[config.mk]
export PLATFORM = sky130hd
export DESIGN_NAME = mlp_param_loader
export DESIGN_NICKNAME = d
export VERILOG_FILES = /design/src/rtl/mlp_loader_pkg.sv /design/src/rtl/mlp_param_loader.sv
export SDC_FILE = /design/constraint.sdc
export NUM_CORES = 2
export LEC_CHECK = 0
export BUFFER_PORTS_ARGS = -buffer_cell sky130_fd_sc_hd__buf_4
export CORE_ASPECT_RATIO = 0.7
export CORE_MARGIN = 2
export CORE_UTILIZATION = 23
export DETAILED_ROUTE_END_ITERATION = 6
export SLEW_MARGIN = 20
export SYNTH_ARGS = -nofsm -noshare
export SYNTH_HDL_FRONTEND = slang
export SYNTH_SLANG_ARGS = --single-unit
[constraint.sdc]
create_clock -name clk -period 4.4 [get_ports clk]
set_input_delay 0.44 -clock clk [delete_from_list [all_inputs] [get_ports clk]]
set_output_delay 0.44 -clock clk [all_outputs]
set_load 0.1 [all_outputs]
[src/rtl/mlp_loader_pkg.sv]
// Shared state type, default geometry and bias-field offsets for the MLP parameter loader.
// Frame length grows by one trailing sum byte when MLP_LOADER_CHECKSUM_EN is defined.
package mlp_loader_pkg;

  typedef enum logic [2:0] {LOAD_W, LOAD_B, CSUM, COMMIT, DRAIN} state_t;

  localparam int DEF_N_W     = 72;
  localparam int DEF_W_BITS  = 8;
  localparam int DEF_N_B0    = 3;
  localparam int DEF_B0_BITS = 12;
  localparam int DEF_N_B1    = 3;
  localparam int DEF_B1_BITS = 13;

  localparam int N_PAYLOAD_BYTES = DEF_N_W + 2 * (DEF_N_B0 + DEF_N_B1);
`ifdef MLP_LOADER_CHECKSUM_EN
  localparam int N_FRAME_BYTES = N_PAYLOAD_BYTES + 1;
`else
  localparam int N_FRAME_BYTES = N_PAYLOAD_BYTES;
`endif
  localparam int BIAS_W_TOTAL   = DEF_N_B0 * DEF_B0_BITS + DEF_N_B1 * DEF_B1_BITS;
  localparam int L1_BIAS_OFFSET = DEF_N_B0 * DEF_B0_BITS;

  // Layer-0 fields are packed first, layer-1 fields follow contiguously.
  function automatic int bias_lsb(input int idx, input int n_b0, input int b0_bits,
                                  input int b1_bits);
    return (idx < n_b0) ? idx * b0_bits : n_b0 * b0_bits + (idx - n_b0) * b1_bits;
  endfunction

endpackage

[src/rtl/mlp_param_loader.sv]
// Byte-stream writer for the MLP core's weights/biases buses; shadow set is committed atomically.
// Define MLP_LOADER_CHECKSUM_EN to require a trailing mod-256 payload sum byte before commit.
module mlp_param_loader
  import mlp_loader_pkg::*;
#(
  parameter int N_W     = DEF_N_W,
  parameter int W_BITS  = DEF_W_BITS,
  parameter int N_B0    = DEF_N_B0,
  parameter int B0_BITS = DEF_B0_BITS,
  parameter int N_B1    = DEF_N_B1,
  parameter int B1_BITS = DEF_B1_BITS
) (
  input  logic                                 clk,
  input  logic                                 rst_n,
  input  logic                                 in_valid,
  output logic                                 in_ready,
  input  logic [7:0]                           in_data,
  input  logic                                 in_last,
  output logic [N_W*W_BITS-1:0]                weights,
  output logic [N_B0*B0_BITS+N_B1*B1_BITS-1:0] biases,
  output logic                                 params_valid,
  output logic                                 load_done,
  output logic                                 load_err
);

  localparam int N_B   = N_B0 + N_B1;
  localparam int N_PAY = N_W + 2 * N_B;
`ifdef MLP_LOADER_CHECKSUM_EN
  localparam int N_FRAME = N_PAY + 1;
`else
  localparam int N_FRAME = N_PAY;
`endif
  localparam int CNT_W = $clog2(N_FRAME + 1);
  localparam int BW    = N_B0 * B0_BITS + N_B1 * B1_BITS;

  state_t              state;
  logic [CNT_W-1:0]    count;
  logic [N_W*W_BITS-1:0] shadow_w;
  logic [16*N_B-1:0]   shadow_b;
  logic [16*N_B-1:0]   shadow_b_nxt;
  logic [BW-1:0]       packed_b;
  logic                accept;
  logic                last_w;
  logic                last_pay;
  logic                early;
  logic                fin_ok;
  logic                fin_no_last;
  logic                fin_bad;

  assign accept   = in_valid && in_ready;
  assign last_w   = (count == CNT_W'(N_W - 1));
  assign last_pay = (count == CNT_W'(N_PAY - 1));
  assign early    = in_last && (count != CNT_W'(N_FRAME - 1));

  // Merge the byte being accepted so the commit edge sees the complete bias set.
  always_comb begin
    shadow_b_nxt = shadow_b;
    if (accept && state == LOAD_B)
      shadow_b_nxt[(int'(count) - N_W) * 8 +: 8] = in_data;
  end

  for (genvar j = 0; j < N_B; j++) begin : g_pack
    localparam int FW = (j < N_B0) ? B0_BITS : B1_BITS;
    assign packed_b[bias_lsb(j, N_B0, B0_BITS, B1_BITS) +: FW] = shadow_b_nxt[16*j +: FW];
  end

`ifdef MLP_LOADER_CHECKSUM_EN
  logic [7:0] csum;

  always_ff @(posedge clk or negedge rst_n) begin
    if (!rst_n)
      csum <= '0;
    else if (accept) begin
      if ((state == LOAD_W || state == LOAD_B) && !early)
        csum <= csum + in_data;
      else
        csum <= '0;
    end
  end

  assign fin_ok      = accept && state == CSUM && in_last && (csum == in_data);
  assign fin_bad     = accept && state == CSUM && in_last && (csum != in_data);
  assign fin_no_last = accept && state == CSUM && !in_last;
`else
  assign fin_ok      = accept && state == LOAD_B && last_pay && in_last;
  assign fin_bad     = 1'b0;
  assign fin_no_last = accept && state == LOAD_B && last_pay && !in_last;
`endif

  always_ff @(posedge clk or negedge rst_n) begin
    if (!rst_n) begin
      state        <= LOAD_W;
      count        <= '0;
      shadow_w     <= '0;
      shadow_b     <= '0;
      weights      <= '0;
      biases       <= '0;
      params_valid <= 1'b0;
      load_done    <= 1'b0;
      load_err     <= 1'b0;
      in_ready     <= 1'b0;
    end else begin
      load_done <= 1'b0;
      load_err  <= 1'b0;
      in_ready  <= 1'b1;
      if (fin_ok) begin
        weights      <= shadow_w;
        biases       <= packed_b;
        params_valid <= 1'b1;
        load_done    <= 1'b1;
        in_ready     <= 1'b0;
        shadow_b     <= shadow_b_nxt;
        count        <= '0;
        state        <= COMMIT;
      end else if (fin_no_last) begin
        load_err <= 1'b1;
        count    <= count + 1'b1;
        state    <= DRAIN;
      end else if (fin_bad) begin
        load_err <= 1'b1;
        shadow_w <= '0;
        shadow_b <= '0;
        count    <= '0;
        state    <= LOAD_W;
      end else begin
        case (state)
          LOAD_W, LOAD_B: if (accept) begin
            if (early) begin
              load_err <= 1'b1;
              shadow_w <= '0;
              shadow_b <= '0;
              count    <= '0;
              state    <= LOAD_W;
            end else begin
              count <= count + 1'b1;
              if (state == LOAD_W) begin
                shadow_w[int'(count) * W_BITS +: W_BITS] <= in_data[W_BITS-1:0];
                if (last_w) state <= LOAD_B;
              end else begin
                shadow_b <= shadow_b_nxt;
`ifdef MLP_LOADER_CHECKSUM_EN
                if (last_pay) state <= CSUM;
`endif
              end
            end
          end
          CSUM: ;
          COMMIT: state <= LOAD_W;
          DRAIN: if (accept) begin
            if (in_last) begin
              shadow_w <= '0;
              shadow_b <= '0;
              count    <= '0;
              state    <= LOAD_W;
            end else if (count != '1) begin
              count <= count + 1'b1;
            end
          end
          default: state <= LOAD_W;
        endcase
      end
    end
  end

endmodule

# Word-level counts from Yosys, hierarchy flattened

Cells that the tools add are included.

Word-level logic and storage cells: 100
Memory bits (writable): 0
Input bits: 12
ROM bits: 0
Latch bits: 0
Memories kept: 0
Flip-flop bits (word level): 1337

Bitwise gates (word level): 2
Magnitude comparators: 0
Add/subtract/negate cells: 4
Equal/unequal tests: 23
Shift operators: 4
Reductions and logical operators: 16
Multiplexer cells: 41
Multiply operators: 0
Divide/modulo/power cells: 0

Operators with widths:

| operator                                                                 | number |
|---|---|
| 576-bit two-way mux                                                      | 5 |
| 576-bit case mux with 2 select lines                                     | 1 |
| 96-bit two-way mux                                                       | 8 |
| 576-bit bitwise mux                                                      | 1 |
| 8-bit by 33-bit variable shift with 576-bit output, first input constant | 1 |
| 8-bit by 33-bit variable part select with 576-bit output                 | 1 |
| 96-bit case mux with 2 select lines                                      | 1 |
| 96-bit bitwise mux                                                       | 1 |
| 8-bit by 33-bit variable shift with 96-bit output, first input constant  | 1 |
| 8-bit by 33-bit variable part select with 96-bit output                  | 1 |
| 7-bit two-way mux                                                        | 7 |
| 10-bit negation with 33-bit output                                       | 1 |
| 11-bit negation with 33-bit output                                       | 1 |
| 3-bit two-way mux                                                        | 8 |
| 4-bit != test, second input constant                                     | 4 |
| 3-bit != test, second input constant                                     | 5 |
| 5-bit != test, second input constant                                     | 3 |
| 7-bit equality test, second input constant                               | 2 |
| 7-bit != test, second input constant                                     | 2 |
| 7-bit case mux with 2 select lines                                       | 1 |
| 6-bit AND reduction                                                      | 2 |
| 3-bit case mux with 3 select lines                                       | 1 |
| 2-bit != test, second input constant                                     | 4 |
| 7-bit by 7-bit subtractor with 8-bit output, second input constant       | 1 |
| other kinds (15)                                                         | 27 |

# Depth between registers and ports, before layout

Depth in word-level cells: 11
Gate-level depth with buffers: 18
Gate-level depth less buffers: 13

# Worst setup path after synthesis

Ideal clock, no wire load.

Kind: register to register
Start: register count[4]
End: register shadow_b[56]
Arrival: 3928 ps
Path slack: 348 ps
Buffers on the path: 3
Data required time: 4276 ps
Stages on the path, launching flop included: 17
Path through: dfrtp_1 > buf_2 > buf_1 > inv_1 > ha_1 > xor2_2 > nor3_1 > nand2_1 > or2_2 > ha_1 > or4b_1 > nor2_1 > nand3_1 > or4_1 > clkbuf_1 > a21bo_2 > o2bb2ai_1

Word-level cells in the longest chain between the ends: 11
Elaborated cells between the ends (all ways): 25
Those cells by class: add/sub: 2; eq/ne: 7; shift: 2; mux: 8; reduce/logical: 6

Ends and longest elaborated chain:

| item                                                                                                                                | RTL line                | text |
|---|---|---|
| start: declaration                                                                                                                  | mlp_param_loader.sv:37  | `logic [CNT_W-1:0] count;` |
| start signal: assignment                                                                                                            | mlp_param_loader.sv:117 | `count <= count + 1'b1;` |
| start signal: assignment                                                                                                            | mlp_param_loader.sv:135 | `count <= count + 1'b1;` |
| start signal: assignment                                                                                                            | mlp_param_loader.sv:156 | `count <= count + 1'b1;` |
| 7-bit by 7-bit subtractor with 8-bit output                                                                                         | mlp_param_loader.sv:59  | `shadow_b_nxt[(int'(count) - N_W) * 8 +: 8] = in_data;` |
| 11-bit negation with 33-bit output                                                                                                  | mlp_param_loader.sv:59  |  |
| 8-bit by 33-bit variable part select with 96-bit output / 8-bit by 33-bit variable shift with 96-bit output (equally long branches) | mlp_param_loader.sv:59  |  |
| 96-bit bitwise mux                                                                                                                  | mlp_param_loader.sv:59  |  |
| 96-bit two-way mux                                                                                                                  | mlp_param_loader.sv:58  | `if (accept && state == LOAD_B)` |
| 96-bit two-way mux                                                                                                                  | mlp_param_loader.sv:136 | `if (state == LOAD_W) begin` |
| 96-bit two-way mux                                                                                                                  | mlp_param_loader.sv:128 | `if (early) begin` |
| 96-bit two-way mux                                                                                                                  | mlp_param_loader.sv:127 | `LOAD_W, LOAD_B: if (accept) begin` |
| 96-bit case mux with 2 select lines                                                                                                 | mlp_param_loader.sv:126 | `case (state)` |
| 96-bit two-way mux                                                                                                                  | mlp_param_loader.sv:115 | `end else if (fin_no_last) begin` |
| 96-bit two-way mux                                                                                                                  | mlp_param_loader.sv:106 | `if (fin_ok) begin` |
| end signal: assignment                                                                                                              | mlp_param_loader.sv:112 | `shadow_b <= shadow_b_nxt;` |
| end signal: assignment                                                                                                              | mlp_param_loader.sv:140 | `shadow_b <= shadow_b_nxt;` |
| end: declaration                                                                                                                    | mlp_param_loader.sv:39  | `logic [16*N_B-1:0] shadow_b;` |

Parallel ways exist; a longest one is shown, timed or not. The select of a mux whose other input is x is not followed.
A chain may end at the register's enable or synchronous reset.

# Final worst setup path

Start: register count[4]
End: register biases[64]

Word-level cells in the longest chain between the ends: 5
Elaborated cells between the ends (all ways): 9
Those cells by class: add/sub: 2; eq/ne: 1; shift: 2; mux: 2; reduce/logical: 2

Ends and longest elaborated chain:

| item                                                                                                                                | RTL line                | text |
|---|---|---|
| 7-bit by 7-bit subtractor with 8-bit output                                                                                         | mlp_param_loader.sv:59  |  |
| 11-bit negation with 33-bit output                                                                                                  | mlp_param_loader.sv:59  |  |
| 8-bit by 33-bit variable part select with 96-bit output / 8-bit by 33-bit variable shift with 96-bit output (equally long branches) | mlp_param_loader.sv:59  |  |
| 96-bit bitwise mux                                                                                                                  | mlp_param_loader.sv:59  |  |
| 96-bit two-way mux                                                                                                                  | mlp_param_loader.sv:58  |  |
| end signal: assignment                                                                                                              | mlp_param_loader.sv:108 | `biases <= packed_b;` |
| end: declaration                                                                                                                    | mlp_param_loader.sv:20  | `output logic [N_B0*B0_BITS+N_B1*B1_BITS-1:0] biases,` |

Parallel ways exist; a longest one is shown, timed or not.

==> metrics.log <==
INFO  metric setup_viol = 0
INFO  metric peakVddDrop = 0.0002499 V
INFO  metric timing.reg2reg.worst_path_depth = 14
INFO  metric r2r_end = biases[64]
INFO  metric via_per_inst = ~4.7
INFO  metric worst_hold_path.num_cells = 3
INFO  metric initialDrtViolationCount = 3978
INFO  metric crit_type = flop to flop
INFO  metric synth_seq_area_share = 0.6423
INFO  metric unrepaired_setup_endpoints_after_global_routing = no
INFO  metric synth_enable_flop_cells = 0
INFO  metric final.period_utilization = 0.9538
INFO  metric syn_nets = 5005
INFO  metric timing.critical_path.to_type = flop
INFO  metric fraction_of_layout_instances_using_a_drive_strength_above_1 = 0.2035
INFO  metric setup_ws = 0.2034 ns
INFO  metric design.portCount = roughly 670
INFO  metric place_ws = 0.2217 ns
INFO  metric synth.ff_latch_count = 1316
INFO  metric vias = between 40000 and 50000
INFO  metric min_period = 4.197 ns
INFO  metric synthCells = between 4000 and 5000
INFO  metric globalRoute.totalOverflow = 0
INFO  metric cts_buffers = roughly 150
INFO  metric chipHeight = 399.0 um
INFO  metric grt_max_degree = 200
INFO  metric cts.reportedPaths.clkPinSlew = 0.07 ns
INFO  metric area_growth_syn_to_layout = 27.59%
INFO  metric hold_path.startpoint = in_data[4]
INFO  metric cts_num_sinks = between 1000 and 1500
INFO  metric critPathLaunchType = flop
INFO  metric count_of_pins_over_their_slew_limit = 0
INFO  metric routedWlPerCell = 24.18 um
INFO  metric number_of_warning_messages_in_the_yosys_log = 0
INFO  metric synth_area = 51270 sq um
INFO  metric whs_endpoint = biases[28]
INFO  metric clk_root_buffer_cell = clkbuf_16
INFO  metric route.antenna.remaining_nets = 0
INFO  metric setup_tns = 0 ns
INFO  metric final_hold_fails = 0
INFO  metric detailed_place_hpwl = 150300 um
INFO  metric tightestPinTransition = roughly 1.2 ns
INFO  metric max_slew_margin = 0.2001
INFO  metric detail_route.wirelength = 211100 um
INFO  metric post_synth_num_cell_types = 76
INFO  metric die-area = roughly 230000 sq um
INFO  metric cts-htree-levels = 4
INFO  metric arrival_time_at_the_worst_endpoint = 4.84 ns
INFO  metric finClkSkew = approximately 0.060 ns
INFO  metric syn_area_per_cell = 10.30 sq um
INFO  metric grt_first_pass_wirelength = 297100 um
INFO  metric drt-pass1-iter-count = 6
INFO  metric max_cap_violations = 0
INFO  metric cts_buffer_depth = 4
INFO  metric grt_antenna_before_repair = 22
INFO  metric cellLeakagePower = about 33 nW
INFO  metric portBuffers = 666
INFO  metric hold_path_class = primary input to flop
INFO  metric start_util = 0.2321
INFO  metric tritoncts = yes
INFO  metric globalRouteTotalUtil = 0.1802
INFO  metric synthArstFlopShare = 1.000
INFO  metric first_global_vias = 40740
INFO  metric cp_max_fo = 8
INFO  metric r2r_start = count[4]
INFO  metric synth_flop_cell = dfrtp_1
INFO  metric layout.nets = 5725
INFO  metric floorplan.die.width = roughly 570 um
INFO  metric num_rows = ~140
INFO  metric worstSkewPairLatency = 0.81 ns
INFO  metric coreArea = about 220000 sq um
INFO  metric cp_data_required_time = 5.05 ns
INFO  metric status = finished clean
INFO  metric gp_routability_congestion = 0.9005
INFO  metric detail_route.drc_violations = 0
INFO  metric final.hold.worst_slack = 0.1199 ns
INFO  metric power_per_cell_area = 404.8 nW/um^2
INFO  metric rrSetupSlack = 0.20 ns
INFO  metric timing.fmax = around 240 MHz
## per-layer routing
layer,vias to the layer above,part of all wire,global-route usage
met1,21160,0.47,0.2616
met2,1564,0.43,0.2669
li1,18260,-,-
met3,265,0.073,0.04170
met4,0,0.026,0.04925
met5,-,0,0
## cell usage after synthesis, drive strengths merged, types with 41 or more instances
| library cell | count | area, sq um |
|---|---|---|
| o21ai | 166 | 902.1 |
| nand3 | 100 | 500.5 |
| a22o | 183 | 1603 |
| clkbuf | 188 | 705.7 |
| o31ai | 51 | 406.6 |
| nor2 | 83 | 364.1 |
| o2bb2ai | 253 | 2216 |
| dfrtp | 1316 | 32930 |
| buf | 81 | 447.9 |
| nand2 | 2131 | 8004 |
| mux2i | 41 | 410.4 |
| o22ai | 125 | 782.0 |
## layout by cell type (no fill, tap or decap), types with 13 or more instances in the layout
cell          n
nand2_1    2127
dfrtp_1    1316
buf_4       813
o2bb2ai_1   253
a22o_1      183
clkbuf_16   148
o22ai_1     125
o21ai_0     116
nand3_1      95
nor2_1       61
o31ai_1      48
mux2i_1      41
o21ai_1      29
clkbuf_8     27
clkinv_2     26
buf_12       25
nor3_1       24
clkbuf_1     23
inv_1        19
o21ai_2      19
and3_1       18
nand2b_1     16
a21oi_1      16
nand4_1      14
ha_1         14
nor4_1       13
## per-stage QoR
| step | cells | power (mW) | area, sq um | utilization |
|---|---|---|---|---|
| finish | 8732 | 26.48 | 65420 | 0.2961 |
| global route | 8724 | 27.39 | 65400 | 0.2961 |
| CTS | 8722 | 26.79 | 65330 | 0.2957 |
| detailed placement | 8468 | 14.32 | 60560 | 0.2742 |
| global placement | 8468 | 14.29 | 60540 | 0.2741 |
| floorplan | 4979 | 13.05 | 51270 | - |
## area by class of cell
cell class	instances	area [sq um]
inverters	20	82.58
flip-flops and latches	1316	32930
multi-input cells	3374	17330
clock inverters	54	584.3
diodes	9	22.52
repair buffers	841	6651
well taps	2920	3654
clock buffers	198	4161
fillers	22850	155500
## registers in the layout, indices dropped and copies added, names as in the netlist
signal        count
in_ready          1
load_err          1
count             7
biases           75
params_valid      1
shadow_w        576
load_done         1
shadow_b         75
weights         576
state             3
## logic make-up after synthesis
family                     share of synthesized area
buffers and inverters                        0.02397
adders and majority gates                   0.003417
AOI/OAI and AO/OA                             0.1243
xor gates and xnor gates                    0.002489
DFF                                           0.6423
muxes                                       0.009982
and+or+nand+nor                               0.1935
## critical path, cell delays in order (launching register included)
cell     delay [ns]
dfrtp_1        0.41
inv_1          0.20
ha_1           0.27
xor2_2         0.18
nor3_1         0.23
nand2_1        0.16
or2_2          0.31
ha_1           0.32
or4b_1         0.50
nor4_1         0.22
and4_1         0.42
nand4_1        0.27
buf_4          0.29
mux2i_1        0.18
o21ai_0        0.09
## how the worst max path moves through the flow
stage             start           end  slack (ns)  depth (start not counted)
2_1_floorplan  count[4]  shadow_b[56]        0.35                         16
3_3_place_gp   count[3]  shadow_b[26]        0.26                         14
3_5_place_dp   count[3]  shadow_b[25]        0.22                         14
4_1_cts        count[4]  shadow_b[25]        0.22                         14
5_1_grt        count[4]  shadow_b[55]       0.004                         14
6_report       count[4]    biases[64]        0.20                         14
## repair_timing
item / in CTS / in global routing
hold buffers: 2 / 0
gates resized for setup: 0 / 7
setup endpoints to repair: 0 / 29
setup buffers: 0 / 1
hold endpoints to repair: 87 / 0
## report_power, final
part           leakage [nW]  internal, mW  switching (mW)
Sequential             18.4          12.1         0.00591
Clock                  2.35          7.18            5.20
Combinational          12.1         0.334            1.65
Total                  32.9          19.6            6.85
Note: power is estimated with default switching activity, not from simulation.
